`config.mk`:
```
export PLATFORM = sky130hd
export DESIGN_NAME = spi_master_tx_cs
export DESIGN_NICKNAME = d
export VERILOG_FILES = /design/src/rtl/spi_master_tx_cs.sv
export SDC_FILE = /design/constraint.sdc
export NUM_CORES = 1
export LEC_CHECK = 0
export BUFFER_PORTS_ARGS = -buffer_cell sky130_fd_sc_hd__buf_4
export CELL_PAD_IN_SITES_DETAIL_PLACEMENT = 0
export CELL_PAD_IN_SITES_GLOBAL_PLACEMENT = 2
export CORE_ASPECT_RATIO = 1.4
export CORE_MARGIN = 2
export CORE_UTILIZATION = 39
export DETAILED_ROUTE_END_ITERATION = 8
export PLACE_DENSITY = 0.81
export SETUP_SLACK_MARGIN = 0.4
export SLEW_MARGIN = 20
export SYNTH_ARGS = -nofsm -noshare
export SYNTH_HDL_FRONTEND = slang
export SYNTH_SLANG_ARGS = --single-unit
```
`constraint.sdc`:
```
create_clock -name clk_i -period 5.35 [get_ports clk_i]
set_clock_uncertainty 0.05 [all_clocks]
set_input_delay 0.2675 -clock clk_i [delete_from_list [all_inputs] [get_ports clk_i]]
set_output_delay 0.2675 -clock clk_i [all_outputs]
set_load 0.005 [all_outputs]
```
`src/rtl/spi_master_tx_cs.sv`:
```
// Transmit-only SPI master with configurable word width, bit order, SPI mode,
// chip-select setup/hold/idle timing and multi-word bursts under one CS frame.
module spi_master_tx_cs #(
  parameter int unsigned DATA_WIDTH        = 8,
  parameter int unsigned SPI_MODE          = 0,
  parameter int unsigned CLKS_PER_HALF_BIT = 2,
  parameter int unsigned LSB_FIRST         = 0,
  parameter int unsigned CS_SETUP_CLKS     = 2,
  parameter int unsigned CS_HOLD_CLKS      = 2,
  parameter int unsigned CS_IDLE_CLKS      = 2
) (
  input  logic                  clk_i,
  input  logic                  rst_i,
  input  logic [DATA_WIDTH-1:0] data_i,
  input  logic                  data_valid_i,
  input  logic                  data_last_i,
  output logic                  data_ready_o,
  output logic                  busy_o,
  output logic                  spi_clk_o,
  output logic                  spi_mosi_o,
  output logic                  spi_cs_n_o
);

  localparam logic        CPOL   = 1'((SPI_MODE >> 1) & 32'd1);
  localparam logic        CPHA   = 1'(SPI_MODE & 32'd1);
  localparam int unsigned HALF_W = $clog2(CLKS_PER_HALF_BIT);
  localparam int unsigned EDGES  = 2 * DATA_WIDTH;
  localparam int unsigned EDGE_W = $clog2(EDGES);
  localparam int unsigned CNT_MAX_SH = (CS_SETUP_CLKS > CS_HOLD_CLKS) ? CS_SETUP_CLKS : CS_HOLD_CLKS;
  localparam int unsigned CNT_MAX = (CNT_MAX_SH > CS_IDLE_CLKS) ? CNT_MAX_SH : CS_IDLE_CLKS;
  localparam int unsigned CNT_W   = (CNT_MAX > 1) ? $clog2(CNT_MAX) : 1;

  typedef enum logic [2:0] {IDLE, SETUP, SHIFT, WAIT, HOLD, GAP} state_t;

  state_t                state;
  logic [HALF_W-1:0]     half_cnt;
  logic [EDGE_W-1:0]     edge_cnt;
  logic [CNT_W-1:0]      tmr;
  logic [DATA_WIDTH-1:0] shreg;
  logic                  last_q;

  logic accept_c;
  logic half_end_c;
  logic word_end_c;
  logic pre_end_c;

  // Bit that goes on the wire first for a given word
  function automatic logic first_bit(input logic [DATA_WIDTH-1:0] w);
    return (LSB_FIRST != 0) ? w[0] : w[DATA_WIDTH-1];
  endfunction

  // Word with its outgoing bit removed
  function automatic logic [DATA_WIDTH-1:0] shift_out(input logic [DATA_WIDTH-1:0] w);
    return (LSB_FIRST != 0) ? (w >> 1) : (w << 1);
  endfunction

  // Handshake and half-bit position decode
  assign accept_c   = data_valid_i & data_ready_o;
  assign half_end_c = (half_cnt == HALF_W'(CLKS_PER_HALF_BIT - 1));
  assign word_end_c = half_end_c && (edge_cnt == EDGE_W'(EDGES - 1));
  assign pre_end_c  = (half_cnt == HALF_W'(CLKS_PER_HALF_BIT - 2)) &&
                      (edge_cnt == EDGE_W'(EDGES - 1));

  // Frame FSM, counters, shift register and registered SPI outputs
  always_ff @(posedge clk_i or negedge rst_i) begin
    if (!rst_i) begin
      state        <= IDLE;
      half_cnt     <= '0;
      edge_cnt     <= '0;
      tmr          <= '0;
      shreg        <= '0;
      last_q       <= 1'b0;
      data_ready_o <= 1'b0;
      busy_o       <= 1'b0;
      spi_clk_o    <= CPOL;
      spi_mosi_o   <= 1'b0;
      spi_cs_n_o   <= 1'b1;
    end else begin
      case (state)
        IDLE: begin
          data_ready_o <= 1'b1;
          if (accept_c) begin
            state        <= SETUP;
            data_ready_o <= 1'b0;
            busy_o       <= 1'b1;
            spi_cs_n_o   <= 1'b0;
            tmr          <= '0;
            last_q       <= data_last_i;
            shreg        <= CPHA ? data_i : shift_out(data_i);
            if (!CPHA) spi_mosi_o <= first_bit(data_i);
          end
        end
        SETUP: begin
          if (tmr == CNT_W'(CS_SETUP_CLKS - 1)) begin
            state    <= SHIFT;
            tmr      <= '0;
            half_cnt <= '0;
            edge_cnt <= '0;
          end else begin
            tmr <= tmr + CNT_W'(1);
          end
        end
        SHIFT: begin
          half_cnt <= half_end_c ? '0 : half_cnt + HALF_W'(1);
          if (pre_end_c && !last_q) data_ready_o <= 1'b1;
          if (half_end_c) begin
            spi_clk_o <= ~spi_clk_o;
            edge_cnt  <= edge_cnt + EDGE_W'(1);
            if (!edge_cnt[0]) begin
              // leading edge
              if (CPHA) begin
                spi_mosi_o <= first_bit(shreg);
                shreg      <= shift_out(shreg);
              end
            end else if (!word_end_c && !CPHA) begin
              // trailing edge other than the final one
              spi_mosi_o <= first_bit(shreg);
              shreg      <= shift_out(shreg);
            end
          end
          if (word_end_c) begin
            edge_cnt <= '0;
            if (accept_c) begin
              // back-to-back word: keep the clock running
              data_ready_o <= 1'b0;
              last_q       <= data_last_i;
              shreg        <= CPHA ? data_i : shift_out(data_i);
              if (!CPHA) spi_mosi_o <= first_bit(data_i);
            end else if (!last_q) begin
              state <= WAIT;
            end else begin
              state <= HOLD;
              tmr   <= '0;
            end
          end
        end
        WAIT: begin
          if (accept_c) begin
            state        <= SHIFT;
            data_ready_o <= 1'b0;
            half_cnt     <= '0;
            edge_cnt     <= '0;
            last_q       <= data_last_i;
            shreg        <= CPHA ? data_i : shift_out(data_i);
            if (!CPHA) spi_mosi_o <= first_bit(data_i);
          end
        end
        HOLD: begin
          if (tmr == CNT_W'(CS_HOLD_CLKS - 1)) begin
            state      <= GAP;
            tmr        <= '0;
            spi_cs_n_o <= 1'b1;
            spi_mosi_o <= 1'b0;
          end else begin
            tmr <= tmr + CNT_W'(1);
          end
        end
        GAP: begin
          if (tmr == CNT_W'(CS_IDLE_CLKS - 1)) begin
            state        <= IDLE;
            tmr          <= '0;
            busy_o       <= 1'b0;
            data_ready_o <= 1'b1;
          end else begin
            tmr <= tmr + CNT_W'(1);
          end
        end
        default: state <= IDLE;
      endcase
    end
  end

endmodule

```
==> impl_results.md, run 1 <==
* Slowest cell on crit path: dfrtp_1
* CTS sink cnt at 23
* CP endpoint kind: flop
* Worst Path Max Fanout at 22
* Total Routed Length at 3.32 mm
* Fin nets at 172
* PnR worst setup slack at 3130 ps
* Critical path launch point type: flop
* Fin area at 1620 µm²
* Max-cap violations at 0
* Final slew viol count at 0
* Worst hold margin at 192 ps
* Setup-failing EPs final at 0
* DRT antenna net count at 0
* Async set-or-reset flop fraction in the synthesized netlist at 100%
* Warnings, synthesis at 0
* Starting density of the core at 39.8%
* Layout Cells excl Fill at 200
* Share of layout cells above drive strength 1 at 22.2%
* Clock buffer depth at 2
* Required @ worst endpoint at 5450 ps
* Status: complete, no violations
* Maximum vdd drop at 276 µV
* Post-layout total power at 0.845 mW
* CP delay by family, top: flip-flops
* Most used DFF post-synth: dfrtp_1
* Min Tclk post-route at 2220 ps
* Netlist cell types at 47
* Syn_area_per_cell at 9.81 µm²
* Worst Path Buf+Inv at 0
* Cell count after synthesis at 145
* Sequential cell area fraction in the yosys report at 40.5%
* Number of remaining DRC errors at 0
* Area of the core at 3580 µm²
* Vias in the first global route at 1138
* Crit-path cells: nor2b_2, nand4_1, a31oi_4, mux2_2
* DP Cell Count at 195
* Mapped Area at 1420 µm²
* WL/cell at 16.6 µm
* Slew @ Worst Pin at 861 ps
* GPL Wtd Cong at 0.786
* Data arrival, critical path at 2320 ps
* Unrepaired setup endpoints after global routing: false
* All-Layer GR Usage at 18.9%
* Postcts setup bufs at 0
* Power Density at 523 nW/µm²
* Vias per cell at 5.76
* DR vias at 1152
* Hold WC Path Type: in2reg
* Inserted Diodes at 0
* Die area at 4150 µm²
* Final Cycle Share at 41.5%
* Multi-input logic area at 797 µm²
* DRT Pass-1 Iters at 4
* Depth of the CTS H-tree at 1
* Antenna violations before repair at 0
* Total CTS buffers at 3
* CTS hold repair buffers at 1
* Finished Core Util at 45.2%
* CTS resizes at 0
* Mapped Nets at 158
* # fillers at 363
* Dominant cells by area after synthesis: dfrtp_1 39%, mux2_2 7.9%, a21oi_1 3.2%
* Clk slew on worst S/H paths at 80 ps
* Dpl hpwl at 2.38 mm
* DR iter-0 viols at 20
* Dpl cell area at 1560 µm²
* Die Width at 55.0 µm
* Layout area overhead at 13.6%
* Die Y at 75.5 µm
* Sequential cell area at 577 µm²
* Post-synth EDFFs at 0
* Io pins at 17
* CTS tree: built
* Leading area contributor after synthesis: dfrtp_1
* Seq cells post-synth at 23
* Largest net degree at the start of global routing at 25
* Worst-Skew Late Latency at 270 ps
* Slowest stage delay, CP at 700 ps
* GRT overflow at 0
* Rows at 26
* Top cell type's share of synthesized area at 38.7%
* Pleak at 0.680 nW
* Port Buffers at 16
* Final Hold Fails at 0
* Max-slew headroom at 42.6%
* Crit path kind: reg2reg
* Clock root cell: clkbuf_8
* Pre-CTS worst setup slack at 3150 ps
* Fmax at 450 MHz
* R2R Setup Slk at 3130 ps
* First-pass GRT wire length at 5.56 mm
* Setup TNS at 0 ps
logic make-up after synthesis:
logic type               after synthesis  share of synthesized area (%)
AO/OA/AOI/OAI                         41                           22.3
buffers and inverters                 12                           3.43
multiplexers                          16                           12.8
adder cells (fa/ha/maj)                1                          0.879
AND/OR/NAND/NOR                       51                           19.3
flip-flops                            23                           40.5
XOR/XNOR                               1                          0.616
sequential cells by signal, indices dropped and copies added (netlist names):
| name | count |
|---|---|
| data_ready_o | 1 |
| state | 3 |
| shreg | 8 |
| spi_clk_o | 1 |
| spi_mosi_o | 1 |
| spi_cs_n_o | 1 |
| tmr | 1 |
| edge_cnt | 4 |
| last_q | 1 |
| busy_o | 1 |
| half_cnt | 1 |
power breakdown:
part / switching (mW) / total [mW] / internal [mW]
Sequential: 0.0962 / 0.340 / 0.244
Combinational: 0.179 / 0.395 / 0.216
Clock: 0.0564 / 0.110 / 0.0532
Total: 0.332 / 0.845 / 0.513
synthesized netlist by cell type, types with 3 or more instances:
cell	number
dfrtp_1	22
mux2_2	10
nand2_1	10
nor2_1	10
a21oi_1	9
o21ai_0	8
nand3_1	6
clkbuf_1	5
and3_1	4
inv_1	4
mux2_1	4
buf_2	3
nand2b_1	3
nand4_1	3
nor3_1	3
final timing paths:
check	from	to	cells past startpoint
worst max-delay path	state[1]	shreg[2]	4
worst min-delay path	data_last_i	last_q	2
min in group asynchronous	rst_i	state[0]	2
max in group asynchronous	rst_i	spi_cs_n_o	2
worst max register to register	state[1]	shreg[2]	4
worst min register to register	spi_clk_o	spi_clk_o	1
layout make-up:
| cell class | instances | share of cell area (%) |
|---|---|---|
| multi-input cells | 110 | 49.3 |
| flip-flops and latches | 23 | 35.7 |
| repair buffers | 17 | 8.05 |
| well taps | 42 | 3.25 |
| clock buffers | 4 | 2.79 |
| inverters | 4 | 0.929 |
layer usage:
metal	vias up	share of wire, %	global-route usage [%]	wire length [µm]
met5	-	0	0	0
met4	0	1.9	8.67	64
met3	4	2.5	2.55	83
met2	20	50	30.0	1670
met1	560	45	25.2	1500
li1	568	-	-	-
cell usage in the layout (no fill, tap or decap), types with 2 or more instances in the layout:
master | Yosys | routed
nand3_1 | 6 | 6
a221oi_1 | 2 | 2
nor3_1 | 3 | 3
and3_1 | 4 | 4
o21bai_1 | 2 | 2
dfrtp_1 | 22 | 22
a21o_1 | 2 | 2
o32a_1 | 2 | 2
nor2_1 | 10 | 10
clkbuf_8 | 0 | 3
and2_1 | 2 | 2
nand2b_1 | 3 | 3
a22o_1 | 2 | 2
mux2_1 | 4 | 4
nand4_1 | 3 | 3
o21ai_0 | 8 | 8
nor3b_1 | 2 | 2
inv_1 | 4 | 4
nor2b_1 | 2 | 2
buf_4 | 0 | 16
nand2_1 | 10 | 10
mux2_2 | 10 | 10
a21oi_1 | 9 | 9
o32ai_1 | 2 | 2
No activity file was read; power rests on OpenSTA's default activity.
==> run 2, diff against run 1 <==
ABC_AREA = 1   (was unset)
CORE_UTILIZATION = 33   (was 39)
PLACE_DENSITY = 0.76   (was 0.81)
clock period = 2.25 ns   (was 5.35 ns; I/O delays follow)
==> run 2 against run 1 <==
  * Final cell count is 41% higher
  * Core utilization is 6.1 points lower
  * Highest routed layer unchanged
  * Flip-flop and latch count stayed put
  * Total power is 12% lower
  * Largest power group is now registers
  * Largest cell class unchanged
  * Hold slack worse by 120 ps
  * First-iteration DRC count grew to 2.7 times the previous value
==> impl_results.md, run 2 <==
* Status: complete, no violations
* Syn_area_per_cell at 7.51 µm² (-23%)
* Number of remaining DRC errors at 0 (unchanged)
* Inserted Diodes at 0 (unchanged)
* Power Density at 425 nW/µm² (-19%)
* Critical path launch point type: flop
* Data arrival, critical path at 1790 ps (-530 ps)
* Largest regs: shreg (8), edge_cnt (4), state (3)
* Max reg flops at 8 (unchanged)
* WHS Path Cells at 5 (+3)
* Cell count after synthesis at 200 (+38%)
* Clock buffer depth at 2 (unchanged)
* Leading area contributor after synthesis: dfrtp_1
* DR vias at 1279 (+11%)
* Unrepaired setup endpoints after global routing: false
* DRT Pass-1 Iters at 4 (unchanged)
* Most common cell in the netlist: nand2_1
* Worst Path Max Fanout at 11 (-50%)
* Sequential cell area fraction in the yosys report at 38.4% (-2.2 points)
* GPL Wtd Cong at 0.819 (+4.2%)
* Min Tclk post-route at 1680 ps (-543 ps)
* Max-slew headroom at 67.1% (+25 points)
* Largest net degree at the start of global routing at 24 (-4.0%)
* Commonest non-fill, non-tap cell in the layout: nand2_1
* Final Cycle Share at 74.6% (+33 points)
* First-pass GRT wire length at 5.95 mm (+7.1%)
* Most used DFF post-synth: dfrtp_1
* CTS tree: built
* All-Layer GR Usage at 15.3% (-3.6 points)
* Final Hold Fails at 0 (unchanged)
* Required @ worst endpoint at 2360 ps (-3090 ps)
* DRT antenna net count at 0 (unchanged)
* Port Buffers at 16 (unchanged)
* Die area at 5120 µm² (+23%)
* Die Y at 83.8 µm (+11%)
* Vias in the first global route at 1278 (+12%)
* Netlist cell types at 34 (-28%)
* Mapped Area at 1500 µm² (+5.6%)
* Die Width at 61.0 µm (+11%)
* Io pins at 17 (unchanged)
* Share of layout cells above drive strength 1 at 23.3% (+1.1 points)
* Top cell type's share of synthesized area at 36.6% (-2.1 points)
* Area of the core at 4460 µm² (+25%)
* Fmax at 596 MHz (+32%)
* Worst r2r path cells at 8 (+4)
* GRT overflow at 0 (unchanged)
* Rows at 29 (+12%)
* DP Cell Count at 275 (+41%)
* Starting density of the core at 33.7% (-6.1 points)
* Total Routed Length at 3.52 mm (+5.9%)
* Depth of the CTS H-tree at 1 (unchanged)
* Layout Cells excl Fill at 281 (+41%)
* CP endpoint kind: flop
* # fillers at 480 (+32%)
* Maximum vdd drop at 138 µV (-50%)
* Antenna violations before repair at 0 (unchanged)
* WL/cell at 12.5 µm (-25%)
* Total CTS buffers at 3 (unchanged)
* Clock root cell: clkbuf_8
* Pleak at 0.907 nW (+33%)
* Max-cap violations at 0 (unchanged)
* Warnings, synthesis at 0 (unchanged)
* Synth top cells by count: 59 x nand2_1, 30 x nand3_1, 24 x inv_1
* Finished Core Util at 39.1% (-6.1 points)
* Async set-or-reset flop fraction in the synthesized netlist at 100% (unchanged)
* Postcts setup bufs at 0 (unchanged)
* Post-synth EDFFs at 0 (unchanged)
* Largest Register: shreg
* Vias per cell at 4.55 (-21%)
* CTS sink cnt at 23 (unchanged)
* Slew @ Worst Pin at 493 ps (-368 ps)
* Mapped Nets at 213 (+35%)
* DR iter-0 viols at 53 (+170%)
* Dominant cells by area after synthesis: dfrtp_1 37%, nand2_1 15%, nand3_1 10%
* Fin nets at 233 (+35%)
* Clk slew on worst S/H paths at 90 ps (about the same)
* Seq cells post-synth at 23 (unchanged)
* Most frequent cells in the layout: 59 x nand2_1, 29 x nand3_1, 24 x inv_1
* Setup-failing EPs final at 0 (unchanged)
* Hold WC Path Type: in2reg
* Dpl hpwl at 2.68 mm (+12%)
* Crit path kind: reg2reg
* Setup TNS at 0 ps (unchanged)
* Layout area overhead at 16.1%
* Worst-Skew Late Latency at 280 ps (about the same)
* Final slew viol count at 0 (unchanged)
==> run 2: stage by stage <==
step | instance area, µm² | hold WS, ps | worst slack (ps) | total power [mW]
after floorplan | 1500 | -233 | 816 | 0.446
after global placement | 1670 | -20.3 | 481 | 0.473
after detailed placement | 1670 | -15.5 | 441 | 0.473
after CTS | 1740 | 72.5 | 415 | 0.748
after global routing | 1740 | 109 | 397 | 0.774
final | 1740 | 71.1 | 571 | 0.742
==> run 2: critical path: stages, from the launching register on <==
cell and delay, ps:
dfrtp_1 430, ha_1 230, nand3_2 230, nor2_1 240, nand2_1 120, nand2_4 90
nand2_4 60, nand2_1 60, o21ai_1 60
==> run 2: final cells by class <==
type	instances	area, µm²	area share [%]
flip-flops and latches	23	577	33.1
repair buffers	18	140	8.03
multi-input cells	143	779	44.7
inverters	31	124	7.10
well taps	62	77.6	4.45
clock buffers	3	41.3	2.37
clock inverters	1	5.00	0.287
==> run 2: worst paths after layout <==
| check | start | endpoint | slack, ps |
|---|---|---|---|
| worst max-delay path | edge_cnt[0] | state[0] | 570 |
| worst min-delay path | data_i[6] | shreg[7] | 70 |
| worst max register to register | edge_cnt[0] | state[0] | 570 |
| worst min register to register | spi_clk_o | spi_clk_o | 420 |
| max in group asynchronous | rst_i | spi_cs_n_o | 1650 |
| min in group asynchronous | rst_i | shreg[4] | 210 |
==> run 2: kinds of logic (layout without fill, tap and decap cells) <==
family | after synthesis | count (layout) | synth area share (%)
AND/OR/NAND/NOR | 121 | 121 | 41.7
buffers and inverters | 34 | 53 | 10.1
flip-flops | 23 | 23 | 38.4
AO/OA/AOI/OAI | 19 | 19 | 7.83
XOR/XNOR | 2 | 2 | 1.17
adder cells (fa/ha/maj) | 1 | 1 | 0.833
==> run 2: power breakdown <==
group          total [mW]  internal [mW]  switching, mW
Combinational      0.0445         0.0227         0.0218
Sequential          0.422          0.419        0.00228
Clock               0.276          0.124          0.151
==> run 2: what timing repair did <==
action | 4_1_cts | 5_1_grt
hold buffers | 2 | 0
endpoints found under the hold margin | 24 | 0
setup endpoints to repair | 0 | 13
gates resized for setup | 0 | 1
==> run 2: metal layers <==
layer  track usage [%]  wire (µm)
met5                 0          0
met4              5.93         65
met3              2.02         76
met2              25.9       1810
met1              18.9       1570
